### config.mk
export PLATFORM = sky130hd
export DESIGN_NAME = sha256_round_engine
export DESIGN_NICKNAME = d
export VERILOG_FILES = /design/src/rtl/sha256_pkg.sv /design/src/rtl/sha256_msg_sched.sv /design/src/rtl/sha256_round_engine.sv
export SDC_FILE = /design/constraint.sdc
export NUM_CORES = 2
export LEC_CHECK = 0
export BUFFER_PORTS_ARGS = -buffer_cell sky130_fd_sc_hd__clkbuf_2
export CAP_MARGIN = 10
export CORE_UTILIZATION = 39
export CTS_CLUSTER_SIZE = 16
export DETAILED_ROUTE_END_ITERATION = 10
export PLACE_DENSITY = 0.61
export RECOVER_POWER = 100
export SYNTH_ARGS = -nofsm -noshare
export SYNTH_HDL_FRONTEND = slang
export SYNTH_SLANG_ARGS = --single-unit
### constraint.sdc
create_clock -name clk -period 64.4 [get_ports clk]
set_input_delay 12.88 -clock clk [delete_from_list [all_inputs] [get_ports clk]]
set_output_delay 12.88 -clock clk [all_outputs]
set_load 0.05 [all_outputs]
### src/rtl/sha256_pkg.sv
// sha256_pkg: round constants, initial hash, FSM state type and the
// combinational primitives shared by the round engine and its message schedule.
package sha256_pkg;

    typedef enum logic [1:0] {
        ST_IDLE  = 2'd0,
        ST_LOAD  = 2'd1,
        ST_ROUND = 2'd2,
        ST_FINAL = 2'd3
    } state_t;

    // Working variables a..h; a occupies the top word of the packed struct.
    typedef struct packed {
        logic [31:0] a;
        logic [31:0] b;
        logic [31:0] c;
        logic [31:0] d;
        logic [31:0] e;
        logic [31:0] f;
        logic [31:0] g;
        logic [31:0] h;
    } work_t;

    localparam int NUM_ROUNDS = 64;

    // FIPS 180-4 initial hash, H0 in bits [31:0].
    localparam logic [255:0] H_INIT =
        256'h5be0cd19_1f83d9ab_9b05688c_510e527f_a54ff53a_3c6ef372_bb67ae85_6a09e667;

    localparam logic [31:0] K [0:63] = '{
        32'h428a2f98, 32'h71374491, 32'hb5c0fbcf, 32'he9b5dba5, 32'h3956c25b, 32'h59f111f1, 32'h923f82a4, 32'hab1c5ed5,
        32'hd807aa98, 32'h12835b01, 32'h243185be, 32'h550c7dc3, 32'h72be5d74, 32'h80deb1fe, 32'h9bdc06a7, 32'hc19bf174,
        32'he49b69c1, 32'hefbe4786, 32'h0fc19dc6, 32'h240ca1cc, 32'h2de92c6f, 32'h4a7484aa, 32'h5cb0a9dc, 32'h76f988da,
        32'h983e5152, 32'ha831c66d, 32'hb00327c8, 32'hbf597fc7, 32'hc6e00bf3, 32'hd5a79147, 32'h06ca6351, 32'h14292967,
        32'h27b70a85, 32'h2e1b2138, 32'h4d2c6dfc, 32'h53380d13, 32'h650a7354, 32'h766a0abb, 32'h81c2c92e, 32'h92722c85,
        32'ha2bfe8a1, 32'ha81a664b, 32'hc24b8b70, 32'hc76c51a3, 32'hd192e819, 32'hd6990624, 32'hf40e3585, 32'h106aa070,
        32'h19a4c116, 32'h1e376c08, 32'h2748774c, 32'h34b0bcb5, 32'h391c0cb3, 32'h4ed8aa4a, 32'h5b9cca4f, 32'h682e6ff3,
        32'h748f82ee, 32'h78a5636f, 32'h84c87814, 32'h8cc70208, 32'h90befffa, 32'ha4506ceb, 32'hbef9a3f7, 32'hc67178f2
    };

    function automatic logic [31:0] rotr(input logic [31:0] x, input int n);
        return (x >> n) | (x << (32 - n));
    endfunction

    function automatic logic [31:0] ch(input logic [31:0] e, input logic [31:0] f, input logic [31:0] g);
        return (e & f) ^ (~e & g);
    endfunction

    function automatic logic [31:0] maj(input logic [31:0] a, input logic [31:0] b, input logic [31:0] c);
        return (a & b) ^ (a & c) ^ (b & c);
    endfunction

    function automatic logic [31:0] big_sigma0(input logic [31:0] x);
        return rotr(x, 2) ^ rotr(x, 13) ^ rotr(x, 22);
    endfunction

    function automatic logic [31:0] big_sigma1(input logic [31:0] x);
        return rotr(x, 6) ^ rotr(x, 11) ^ rotr(x, 25);
    endfunction

    function automatic logic [31:0] small_sigma0(input logic [31:0] x);
        return rotr(x, 7) ^ rotr(x, 18) ^ (x >> 3);
    endfunction

    function automatic logic [31:0] small_sigma1(input logic [31:0] x);
        return rotr(x, 17) ^ rotr(x, 19) ^ (x >> 10);
    endfunction

    // One compression round; all sums wrap at 32 bits.
    function automatic work_t sha256_round(input work_t s, input logic [31:0] k, input logic [31:0] w);
        logic [31:0] t1;
        logic [31:0] t2;
        work_t       n;
        t1  = s.h + big_sigma1(s.e) + ch(s.e, s.f, s.g) + k + w;
        t2  = big_sigma0(s.a) + maj(s.a, s.b, s.c);
        n.a = t1 + t2;
        n.b = s.a;
        n.c = s.b;
        n.d = s.c;
        n.e = s.d + t1;
        n.f = s.e;
        n.g = s.f;
        n.h = s.g;
        return n;
    endfunction

    // Chaining value (H0 in the low word) to working variables.
    function automatic work_t unpack_chain(input logic [255:0] v);
        work_t s;
        s.a = v[31:0];
        s.b = v[63:32];
        s.c = v[95:64];
        s.d = v[127:96];
        s.e = v[159:128];
        s.f = v[191:160];
        s.g = v[223:192];
        s.h = v[255:224];
        return s;
    endfunction

    // Final feed-forward: chaining value plus working variables, word-wise.
    function automatic logic [255:0] add_chain(input logic [255:0] v, input work_t s);
        logic [255:0] r;
        r[31:0]    = v[31:0]    + s.a;
        r[63:32]   = v[63:32]   + s.b;
        r[95:64]   = v[95:64]   + s.c;
        r[127:96]  = v[127:96]  + s.d;
        r[159:128] = v[159:128] + s.e;
        r[191:160] = v[191:160] + s.f;
        r[223:192] = v[223:192] + s.g;
        r[255:224] = v[255:224] + s.h;
        return r;
    endfunction

endpackage

### src/rtl/sha256_msg_sched.sv
// sha256_msg_sched: 16-word rolling message schedule. The window always holds
// W[t]..W[t+15]; each advance emits W[t]..W[t+R-1] and shifts in R new words.
module sha256_msg_sched
    import sha256_pkg::*;
#(
    parameter int ROUNDS_PER_CYCLE = 1
) (
    input  logic                           clk,
    input  logic                           rst,
    input  logic                           halt,
    input  logic                           clear,
    input  logic                           i_load,
    input  logic [511:0]                   i_block,
    input  logic                           i_advance,
    output logic [32*ROUNDS_PER_CYCLE-1:0] o_words
);

    logic [31:0]                   r_win [16];
    logic [31:0]                   w_shifted [16];
    logic [32*ROUNDS_PER_CYCLE-1:0] w_new_all;

    // New schedule words; later words chain off earlier new words in the same cycle.
    for (genvar j = 0; j < ROUNDS_PER_CYCLE; j++) begin : gen_w
        logic [31:0] w_m2;
        logic [31:0] w_m7;
        logic [31:0] w_new;
        if (j < 2) begin : g_m2_win
            assign w_m2 = r_win[14+j];
        end else begin : g_m2_new
            assign w_m2 = gen_w[j-2].w_new;
        end
        if (j < 7) begin : g_m7_win
            assign w_m7 = r_win[9+j];
        end else begin : g_m7_new
            assign w_m7 = gen_w[j-7].w_new;
        end
        assign w_new                  = small_sigma1(w_m2) + w_m7 + small_sigma0(r_win[1+j]) + r_win[j];
        assign w_new_all[32*j +: 32]  = w_new;
        assign o_words[32*j +: 32]    = r_win[j];
    end

    // Window contents after shifting by R words.
    for (genvar i = 0; i < 16; i++) begin : gen_shift
        if (i + ROUNDS_PER_CYCLE < 16) begin : g_old
            assign w_shifted[i] = r_win[i+ROUNDS_PER_CYCLE];
        end else begin : g_new
            assign w_shifted[i] = w_new_all[32*(i+ROUNDS_PER_CYCLE-16) +: 32];
        end
    end

    // Window register: reset/clear zero it, halt freezes it, load captures the block.
    always_ff @(posedge clk) begin
        if (rst || clear) begin
            for (int i = 0; i < 16; i++) r_win[i] <= '0;
        end else if (!halt) begin
            if (i_load) begin
                for (int i = 0; i < 16; i++) r_win[i] <= i_block[32*i +: 32];
            end else if (i_advance) begin
                for (int i = 0; i < 16; i++) r_win[i] <= w_shifted[i];
            end
        end
    end

endmodule

### src/rtl/sha256_round_engine.sv
// sha256_round_engine: single-block SHA-256 compression, ROUNDS_PER_CYCLE
// rounds per clock, optional midstate chaining.
//
//   state    | meaning
//   ---------+-------------------------------------------------------------
//   ST_IDLE  | waiting for start; block/chaining value captured on accept
//   ST_LOAD  | a..h loaded from chaining value, round counter cleared
//   ST_ROUND | R rounds per cycle until the counter reaches 64
//   ST_FINAL | hash <= chaining value + a..h, done pulses next cycle
module sha256_round_engine
    import sha256_pkg::*;
#(
    parameter int ROUNDS_PER_CYCLE = 1,
    parameter bit ZERO_ON_CLEAR    = 1'b1
) (
    input  logic         clk,
    input  logic         rst,
    input  logic         start,
    input  logic         halt,
    input  logic         clear,
    input  logic         use_midstate,
    input  logic [511:0] block,
    input  logic [255:0] midstate_in,
    output logic         busy,
    output logic         done,
    output logic [255:0] hash
);

    state_t                          r_state;
    logic [6:0]                      r_cnt;
    work_t                           r_work;
    logic [255:0]                    r_chain;
    logic [255:0]                    r_hash;
    logic                            r_busy;
    logic                            r_done;

    logic                            w_load;
    logic                            w_advance;
    logic [32*ROUNDS_PER_CYCLE-1:0]  w_words;
    logic [6:0]                      w_cnt_next;
    work_t                           w_work_next;

    assign w_load     = (r_state == ST_IDLE) && start;
    assign w_advance  = (r_state == ST_ROUND);
    assign w_cnt_next = r_cnt + 7'(ROUNDS_PER_CYCLE);

    sha256_msg_sched #(
        .ROUNDS_PER_CYCLE (ROUNDS_PER_CYCLE)
    ) u_sched (
        .clk       (clk),
        .rst       (rst),
        .halt      (halt),
        .clear     (clear),
        .i_load    (w_load),
        .i_block   (block),
        .i_advance (w_advance),
        .o_words   (w_words)
    );

    // Unrolled rounds for one cycle; only the last stage is registered.
    for (genvar k = 0; k < ROUNDS_PER_CYCLE; k++) begin : gen_rnd
        work_t      w_in;
        work_t      w_out;
        logic [5:0] w_kidx;
        if (k == 0) begin : g_first
            assign w_in = r_work;
        end else begin : g_chain
            assign w_in = gen_rnd[k-1].w_out;
        end
        assign w_kidx = r_cnt[5:0] + 6'(k);
        assign w_out  = sha256_round(w_in, K[w_kidx], w_words[32*k +: 32]);
    end

    assign w_work_next = gen_rnd[ROUNDS_PER_CYCLE-1].w_out;

    // Control FSM with registered busy/done; rst beats clear beats halt.
    always_ff @(posedge clk) begin
        if (rst) begin
            r_state <= ST_IDLE;
            r_busy  <= 1'b0;
            r_done  <= 1'b0;
            r_cnt   <= '0;
            r_work  <= '0;
            r_chain <= '0;
            r_hash  <= '0;
        end else if (clear) begin
            r_state <= ST_IDLE;
            r_busy  <= 1'b0;
            r_done  <= 1'b0;
            r_cnt   <= '0;
            if (ZERO_ON_CLEAR) r_hash <= '0;
        end else if (!halt) begin
            r_done <= 1'b0;
            unique case (r_state)
                ST_IDLE: begin
                    if (start) begin
                        r_chain <= use_midstate ? midstate_in : H_INIT;
                        r_busy  <= 1'b1;
                        r_state <= ST_LOAD;
                    end
                end
                ST_LOAD: begin
                    r_work  <= unpack_chain(r_chain);
                    r_cnt   <= '0;
                    r_state <= ST_ROUND;
                end
                ST_ROUND: begin
                    r_work <= w_work_next;
                    r_cnt  <= w_cnt_next;
                    if (w_cnt_next == 7'(NUM_ROUNDS)) r_state <= ST_FINAL;
                end
                ST_FINAL: begin
                    r_hash  <= add_chain(r_chain, r_work);
                    r_done  <= 1'b1;
                    r_busy  <= 1'b0;
                    r_state <= ST_IDLE;
                end
                default: r_state <= ST_IDLE;
            endcase
        end
    end

    assign busy = r_busy;
    assign done = r_done;
    assign hash = r_hash;

endmodule

# Word-level counts from Yosys, hierarchy flattened
# Memories as Yosys holds them, arrays and structs flattened.
# Cells that the tools add are included.
[word_totals]
ff_bits = 779
ramBits = 512
romBits = 2048
input_bits = 774
word_cells = 170
n_memories = 2
[op_classes]
add_sub_neg = 19
order_cmp = 1
eq_ne = 6
n_mux = 54
n_bitwise = 62
reduce_logical = 12
[mem_list]
columns = ["name", "words", "width", "rd", "rd_ports_with_merged_regs", "write_ports", "line", "source"]
rows = [
  ["(name not given)", 64, 32, 1, 0, 0, "sha256_round_engine.sv:71", "assign w_out = sha256_round(w_in, K[w_kidx], w_words[32*k +: 32]);"],
  ["u_sched.r_win", 16, 32, 16, 0, 16, "sha256_msg_sched.sv:18", "logic [31:0] r_win [16];"],
]
[op_table]
columns = ["op", "n"]
rows = [
  ["$mux W32", 34],
  ["$add A32 B32 Y32", 18],
  ["$pmux W256 S2", 1],
  ["$xor A32 B32 Y32", 9],
  ["$mux W256", 1],
  ["$and A32 B32 Y32", 5],
  ["$not A32 Y32", 1],
  ["$or A1 B1 Y1", 32],
  ["$or A10 B32 Y32", 1],
  ["$or A13 B32 Y32", 1],
  ["$or A14 B32 Y32", 1],
  ["$or A15 B32 Y32", 1],
  ["$or A19 B32 Y32", 1],
  ["$or A21 B32 Y32", 1],
  ["$or A25 B32 Y32", 1],
  ["$or A26 B32 Y32", 1],
  ["$or A30 B32 Y32", 1],
  ["$or A7 B32 Y32", 1],
  ["$xor A32 B22 Y32", 1],
  ["$xor A32 B29 Y32", 1],
  ["$pmux W7 S2", 1],
  ["$mux W1", 13],
  ["$reduce_and A3 Y1", 3],
  ["$pmux W2 S4", 1],
  ["other kinds (17)", 23],
]

# Longest topological paths before layout
[depth]
word_depth = 9
mapped_depth = 43

# Cells and area by module
# A second synthesis with hierarchy kept.
[hier_totals]
cells_unflattened = 8450
hier_area_um2 = 78606.6
[by_module_without_submodules]
columns = ["mod", "n_inst", "cells_each", "area_each_um2"]
rows = [
  ["sha256_round_engine", 1, 6689, 53347.4],
  ["sha256_msg_sched", 1, 1761, 25259.2],
]

# Worst setup path after synthesis
# OpenSTA, ideal clock, no wires.
[synth_path]
path_kind = "input to register"
from = "in halt"
to = "mem u_sched.r_win[0][0], enable pin"
setup_time_ns = 1.336
arrival_ns = 33.154
required_ns = 63.064
slack_ns = 29.910
stages = 2
path_buffers = 1
path_cell_list = "clkbuf_1 -> o21ai_0"
[synth_lines]
columns = ["element", "line", "source"]
rows = [
  ["from (decl)", "sha256_round_engine.sv:19", "input logic halt,"],
  ["to (decl)", "sha256_msg_sched.sv:18", ""],
]

==> results.md <==
* Status: complete, but fails checks
* Failing checks: max-capacitance violations, max-slew violations
* FF-to-FF setup slack at 47.41 ns
* Critical path endpoint category: register
* Ports at 1032
* Pint at 1.581 mW
* Synth Flop Type: dfxtp_1
* Post-Syn Area at roughly 80000 sq um
* Routed wire length at 332.7 mm
* Final Hold Viols at 0
* Synth top cells by count: nand2_1, dfxtp_1, a21oi_1, nor2_1, edfxtp_1
* Sequential group share of total power at 40.6%
* Yosys reg bits at 1291
* Syn Inst Count at 8517
* Gr ovfl total at 0
* Setup TNS at 0 ns
* Clock skew at 0.03088 ns
* CTS tree: done
* Total GRT Usage at 31.58%
* Clk buf depth at 3
* Initial DRT Pass Iterations at 6
* Worst r2r src: r_state[0]
* Reg-to-Reg End: u_sched.r_win[0][445]
* FF-to-FF path depth at 8
* Starting Density at 39.23%
* WHS Endpoint: hash[110]
* Tcrit/Tclk final at 47.94%
* Final #Nets at 10609
* WL met3 at 25.33 mm
* Synth Warn # at 0
* Top layer in use: met5
* Htree depth at 4
* Clock slew at reported path FFs at 0.06 ns
* Largest net degree at the start of global routing at 225
* RSZ-0062 raised after global routing: no
* Initial antenna violation count at 34
* P_sw at 0.7112 mW
* Synthesized area per cell at approximately 9.2 sq um
* P_leak at ~38 nW
* RD Place Congestion at around 0.96
* Post-synth top area cell: dfxtp_1
* Worst VDD drop at 0.02929 mV
* Sw frac at 31.03%
* Min Tclk post-route at 30.87 ns
* Num rows at 164
* Placeable Area at roughly 200000 sq um
* DR vias/cell at a little under 6
* Post CTS Setup Buffer Count at 0
* CTS resizes at 0
* Worst slew margin at -619.3%
* Post-DP Area at about 86000 sq um
* Layout cell share with drive strength beyond 1 at 12.81%
* Fmax at between 30 and 40 MHz
* Comb power frac at 20.5%
* Die footprint at 202400 sq um
* Count leader, synth: nand2_1
* First-pass GRT wire length at 467.0 mm
* Clock sinks at 1291
* Main area contributors after synthesis: dfxtp_1, edfxtp_1, ha_1, fa_1, nand2_1
* Post-DP HPWL at between 200 and 300 mm
* Worst slew pin tran at 10.79 ns
* Root buf cell: clkbuf_16
* Met2 Routed Length at 158.1 mm
* Post-layout util at 45.20%
* Hold_sp: hash[110]
* Post-route ant nets at 0
* Drt initial violations at 7089
* Max Slew Vio Count at 2143
* Kind of critical path: input pin to register
* Number of hold buffers added after CTS at 0
* Kind of path behind the tightest hold check: register to register
* Clk pwr share at 38.9%
* Power Density at 25.42 nW/um^2
* Area delta synth->final at 15.22%
* Total of max-cap violations at 28
* Hold path cells at 2
* Setup-failing EPs final at 0
* Post-route cell area at approximately 90000 sq um
* CP Data Required Time at 65.07 ns
* Die height at 449.9 um
* Met1 wire length at 129.6 mm
* Unique masters post-synth at 94
* Die width at 449.9 um
* Crit path max fanout at 186
* Synth async-reset ratio at 0%
* Insertion delay to the later sink of the worst-skew pair at just over 0.8 ns
* Buffers on Ports at 1031
* DRC at 0
* Number of flops mapped to enable cells by yosys at 512
* Via count at between 60000 and 70000
* Critical path origin: rst
* Seq/Total Area, Yosys at 39.58%
* Vias in the first global route at 66350
* Critical path launch point type: input pin
* Post-Syn Nets at 9884
* Hold slack final at 0.4499 ns
* CTS buffer count at 150
* Arr. time, crit path at 31.54 ns
* Total power draw at 2.292 mW
* Routed WL per cell at 27.64 um
* Post-synth top area share at 19.93%
## critical path: stages
cell	delay (ns)
clkbuf_1	1.47
nor3_1	1.19
and2_0	1.64
clkbuf_1	2.43
clkbuf_1	5.78
clkbuf_1	2.70
clkbuf_1	2.57
a22o_1	0.43
## cells in the final DEF (no fill, tap or decap), drive strengths merged, types with 44 or more instances in the layout
cell,count
a211oi,295
a21o,226
a21oi,766
a22o,390
a311oi,151
a31oi,59
and3,44
buf,68
clkbuf,1268
dfxtp,779
edfxtp,512
fa,195
ha,398
inv,501
mux2i,233
nand2,1038
nand3,95
nor2,658
nor3,92
o21a,46
o21ai,374
or3,52
xnor2,345
xor2,154
## cells by family (layout without fill, tap and decap cells)
group | Yosys count | count (layout) | synth area share, %
AO/OA/AOI/OAI | 2586 | 2586 | 22.45
AND/OR/NAND/NOR | 2227 | 2227 | 12.29
flip-flops | 1291 | 1291 | 39.58
buffers and inverters | 1044 | 1894 | 5.010
adder cells (fa/ha/maj) | 596 | 596 | 11.39
XOR/XNOR | 500 | 500 | 5.624
multiplexers | 273 | 273 | 3.657
other | 0 | 13 | 0
## routing by layer
metal,vias up,global-route usage [%]
met2,3032,52.74
li1,32025,-
met1,33714,38.04
met5,-,0
met3,677,6.748
met4,32,16.44
## per-stage QoR
stage	instances	setup slack [ns]
after floorplan	8517	29.91
after global placement	11746	46.44
after detailed placement	11746	46.39
after CTS	12023	47.24
after global routing	12028	32.21
final	12036	33.53
## area by class of cell
type	instances	area, sq um
fill	19585	109300
multi-input combinational	6182	43450
sequential	1291	30980
clock buffer	213	4314
inverter	494	1854
antenna	13	32.53
clock inverter	64	735.7
timing repair buffer	1123	5460
tap	2656	3323
## power by group through the flow
stage                     Clock (mW)  Sequential (mW)  Combinational (mW)
after floorplan                    0            0.924               0.295
after global placement             0            0.943               0.464
after detailed placement           0            0.943               0.468
after CTS                      0.902            0.926               0.473
after global routing           0.931            0.932               0.508
final                          0.891            0.930               0.471
## worst max path at each step
| stage | end | slack, ns | cells after the start |
|---|---|---|---|
| 6_report | u_sched.r_win[0][445] | 33.53 | 8 |
| 5_1_grt | u_sched.r_win[0][445] | 32.21 | 8 |
| 4_1_cts | u_sched.r_win[0][445] | 47.24 | 8 |
| 3_5_place_dp | u_sched.r_win[0][475] | 46.39 | 8 |
| 3_3_place_gp | u_sched.r_win[0][313] | 46.44 | 8 |
| 2_1_floorplan | u_sched.r_win[0][0] | 29.91 | 2 |
## registers in the layout, indices dropped and copies added (netlist names)
| name | cells |
|---|---|
| r_state | 2 |
| r_cnt | 7 |
| hash | 256 |
| done | 1 |
| busy | 1 |
| gen_rnd.w_in | 256 |
| r_chain | 256 |
| u_sched.r_win | 512 |
Power figures use the tool's default switching activity.
